**config.mk**
```make
export PLATFORM = sky130hd
export DESIGN_NAME = mod_m_updown_counter
export DESIGN_NICKNAME = d
export VERILOG_FILES = /design/src/rtl/mod_m_updown_counter.sv
export SDC_FILE = /design/constraint.sdc
export NUM_CORES = 1
export LEC_CHECK = 0
export ABC_AREA = 1
export CAP_MARGIN = 20
export CORE_AREA = 2 2 39 41
export CTS_BUF_LIST = sky130_fd_sc_hd__clkbuf_4 sky130_fd_sc_hd__clkbuf_8 sky130_fd_sc_hd__clkbuf_16
export DETAILED_ROUTE_END_ITERATION = 8
export DIE_AREA = 0 0 41 43
export PLACE_DENSITY = 0.63
export SYNTH_ARGS = -nofsm -noshare
export SYNTH_HDL_FRONTEND = slang
export SYNTH_SLANG_ARGS = --single-unit
```
**constraint.sdc**
```tcl
create_clock -name clk -period 1.15 [get_ports clk]
set_clock_uncertainty 0.05 [all_clocks]
set_input_delay 0.23 -clock clk [delete_from_list [all_inputs] [get_ports clk]]
set_output_delay 0.23 -clock clk [all_outputs]
set_load 0.02 [all_outputs]
```
**src/rtl/mod_m_updown_counter.sv**
```systemverilog
// Parametrised mod-M up/down counter with enable, synchronous clear, saturating
// parallel load, registered wrap pulse and combinational terminal count.
module mod_m_updown_counter #(
    parameter int     N = 4,
    parameter longint M = 10
) (
    input  logic         clk,
    input  logic         reset_n,
    input  logic         en,
    input  logic         up,
    input  logic         clr,
    input  logic         load,
    input  logic [N-1:0] load_val,
    output logic [N-1:0] q,
    output logic         tc,
    output logic         wrap
);

    if (N < 1 || N > 32 || M < 2 || M > (longint'(1) << N)) begin : g_param_check
        $error("mod_m_updown_counter: illegal parameters N=%0d M=%0d", N, M);
    end

    // M-1 held in N bits; for M == 2**N this is all ones and the +1 wraps to 0 on its own.
    localparam logic [N-1:0] MAX = N'(M - 1);

    logic [N-1:0] q_nxt;
    logic         wrap_nxt;
    logic         at_top;
    logic         at_bot;

    function automatic logic [N-1:0] sat_load(input logic [N-1:0] v);
        return (v > MAX) ? MAX : v;
    endfunction

    assign at_top = (q == MAX);
    assign at_bot = (q == '0);
    assign tc     = en & ~clr & ~load & (up ? at_top : at_bot);

    always_comb begin
        q_nxt    = q;
        wrap_nxt = 1'b0;
        if (clr) begin
            q_nxt = '0;
        end else if (load) begin
            q_nxt = sat_load(load_val);
        end else if (en) begin
            if (up) begin
                q_nxt    = at_top ? '0 : q + N'(1);
                wrap_nxt = at_top;
            end else begin
                q_nxt    = at_bot ? MAX : q - N'(1);
                wrap_nxt = at_bot;
            end
        end
    end

    // count register stage
    always_ff @(posedge clk or negedge reset_n) begin
        if (!reset_n) begin
            q    <= '0;
            wrap <= 1'b0;
        end else begin
            q    <= q_nxt;
            wrap <= wrap_nxt;
        end
    end

endmodule

```
Word-level counts from Yosys, hierarchy flattened
Index checks and enable logic that the tools add are counted.

Muxes and demuxes: 11. Bitwise logic cells: 5. $lt $le $gt $ge: 1. Equality and inequality tests: 1. Reduce and logical (&&, ||, !) cells: 2. Add/subtract/negate cells: 2.

Operators with widths (number): two-way mux 4 bit (7); adder 4 x 1 -> 4 bit, second input constant (1); == test 4 bit, second input constant (1); > comparator 4 bit, second input constant (1); logical NOT 4 bit (1); two-way mux 1 bit (4); subtractor 4 x 1 -> 4 bit, second input constant (1); AND 1 bit (3); nonzero test 3 bit (1); inverter 1 bit (2).

Output and inout bits: 6. Flip-flop bits (word level): 5.

Longest topological paths before layout
Gate-level depths: netlist of the first run.

Depth after elaboration: 6. Mapped depth: 9. Depth with buffers taken out: 9.

Worst setup path after synthesis of the first run
Ideal clock, no wire load.

Path kind: register to output. Start: register q[2]. End: output port tc. Data required time: 870 ps. Arrival: 1213 ps. Slack: -343 ps. Stages on the path, launching flop included: 6. Cell sequence: dfrtp_1 -> nor2_1 -> nand2_1 -> nand2_1 -> nand4_1 -> nor2_1.

Longest elaborated chain between the ends: 3. Elaborated cells between the ends (all ways): 4.

Ends and longest elaborated chain: from (decl) (RTL line 14) `output logic [N-1:0] q,`; from (signal assigned) (RTL line 63) `q <= q_nxt;`; == test 4 bit or logical NOT 4 bit (tied branches) (RTL line 35, 36); two-way mux 1 bit (*) (RTL line 37) `assign tc = en & ~clr & ~load & (up ? at_top : at_bot);`; AND 1 bit (*) (RTL line 37); to (decl) (RTL line 15) `output logic tc,`.

Every way passes the cells marked *; elsewhere a longest branch is shown, timed or not.

Worst setup path in the final report of the first run
Same ends and word-level chain as after synthesis.

==> impl_metrics.toml, run 1 <==
[detailed_routing]
routed-via-count = 496
dr.pass1.iters = 4
ant_nets = 0
wl_um = 1059
via_per_inst = 4.313
post_drt_wl_per_cell_um = 9.209
drc_errors = 0
drtIter0Drc = 7

[logic_synthesis]
synth_seq_cells = 5
yosysWarningCount = 0
synth_nets = 77
syn_area_um2 = 389.1
yosysSeqAreaShare = 0.3215
synth_area_per_cell_um2 = 5.808
synth_cell_types = 14
synthCells = 67

[critical_path]
end_kind = "output pin"
cp_max_fo = 3
crit_type = "reg -> out"
worst_ep_arrival_time_ns = 1.30
critPathLaunchType = "flip-flop"
crit_required_ns = 0.87

[clock_network]
cts-htree-levels = 1
cts_root_buf = "clkbuf_4"
hold_buffers = 0
cts_tree = "done"
numCtsBuffers = 3
clock-sinks = 5
cts_max_path_buffers = 2
clk_latency_ns = 0.24
clk_pin_slew_ns = 0.04

[final_layout]
layout_common_cells = "nand2_1 (26), buf_4 (12), inv_1 (8), clkdlybuf4s50_1 (8), buf_6 (6)"
drive_above_1_share = 0.3737
syn2layout_area_growth_pct = 93.25
final_common_cell = "nand2_1"
fin_cells = 115
fin_area_um2 = 752.0
final_util = 0.5434
diodes = 0
layout.nets = 110

[die]
fp.dieW_um = 41
rows = 14
ioPinCount = 16
dieArea_um2 = 1763
initial_core_util = 0.2812
core_area_um2 = 1384
die_y_um = 43

[power]
p_leak_nw = 0.3826
peakVddDrop_v = 0.0008702
power.density_nw_per_um2 = 985.1

[timing]
finalMaxSlewViolations = 0
timing.slew.headroom = 0.8458
tightestPinTransition_ns = 0.2307
fin_tns_setup_ns = -1.281
max_freq_mhz = 631.5
fin_ws_ns = -0.4335
rsz0062_at_grt = "true"
hold_viol = 0
fin_crit_sh = 1.377
setup_violations = 9
fin_crit_ns = 1.583

[global_route]
first_global_vias = 466
grt_first_pass_wirelength_um = 1869
grt-ovfl-total = 0
grt_max_degree = 8
antenna_found_initial = 0
grt_use_total = 0.1563

[worst_hold_path]
hp-class = "in -> async"

[placement]
dpl_cell_area_um2 = 664.4
gp_congestion = 0.7683
post-place-cells = 110
post-dp-hpwl_um = 827.1
place_ws_ns = -0.7958
io_buffers = 15

[outcome]
violations = "setup timing"
status = "finished with violations"

[run]
maxCapViolCount = 0
-- critical path, stage by stage, from the launching register on --
cell and delay, ns:
dfrtp_2 0.42, nor2_4 0.12, nand2_2 0.07, nand2_2 0.07, nand4_1 0.15, nor2_4 0.12, buf_6 0.12
-- kinds of logic after synthesis --
family | share of synthesized area
AND/OR/NAND/NOR | 0.4630
buffers and inverters | 0.09645
AO/OA/AOI/OAI | 0.1190
flip-flops | 0.3215
-- layout make-up --
class | instances | area, um^2
Multi-Input combinational cell | 52 | 276.5
Fill cell | 146 | 631.9
Timing Repair Buffer | 28 | 257.7
Tap cell | 16 | 20.02
Clock buffer | 4 | 30.03
Inverter | 10 | 37.54
Sequential cell | 5 | 130.1
-- where the power goes --
| part | leakage [nW] | internal, W | switching [W] |
|---|---|---|---|
| Sequential | 0.0600 | 0.000194 | 0.0000117 |
| Clock | 0.0184 | 0.000154 | 0.0000672 |
| Combinational | 0.304 | 0.000157 | 0.000157 |
| Total | 0.383 | 0.000505 | 0.000236 |
-- worst paths after layout --
check	start	end	slack (ns)	cells after the start
min in group clk	load	q[0]$_DFFE_PN0P_	0.40	3
max in group asynchronous	reset_n	q[3]$_DFFE_PN0P_	0.67	1
worst max-delay path	q[2]$_DFFE_PN0P_	tc	-0.43	6
worst min-delay path	reset_n	wrap$_DFF_PN0_	0.16	1
worst min register to register	q[3]$_DFFE_PN0P_	q[3]$_DFFE_PN0P_	0.59	3
worst max register to register	q[1]$_DFFE_PN0P_	q[2]$_DFFE_PN0P_	-0.17	8
-- metrics by stage --
stage	power [W]	hold slack, ns
floorplan	0.0003350	-0.1156
global placement	0.0004741	0.4099
detailed placement	0.0004757	0.4145
CTS	0.0007392	0.1545
global route	0.0008075	0.1636
finish	0.0007408	0.1647
-- sequential cells by signal, indices dropped and copies added (netlist names) --
name	count
q	4
wrap	1
-- Yosys cell counts --
library cell	count	area (um^2)
o21ai_0	2	10.01
o211ai_1	1	7.510
inv_1	8	30.03
nor2_1	7	26.28
nand3_1	4	20.02
nand2_1	29	108.9
clkinv_1	1	3.750
inv_2	1	3.750
a21oi_2	1	8.760
dfrtp_1	5	125.1
nor2_2	1	6.260
o21ai_1	1	5.000
nand4_1	3	18.77
a21oi_1	3	15.01
-- layer usage --
layer / routed length [um] / global-route usage / part of all wire
met4: 0 / 0.04000 / 0
met5: 0 / 0 / 0
met1: 497 / 0.2020 / 0.47
met2: 523 / 0.2344 / 0.49
met3: 38 / 0.06283 / 0.036
-- repair_timing --
item | 4_1_cts | 5_1_grt
endpoints found under the setup margin | 11 | 10
gates resized for setup | 42 | 4
setup buffers | 1 | 0
pin swaps | 2 | 1
gates cloned | 0 | 0
Note: power is estimated with default switching activity, not from simulation.
==> run 2, diff against run 1 <==
Settings changed: SLEW_MARGIN set to 20.
==> results of run 2 <==
The final DEF is identical to that of run 1; final timing and power are the same.
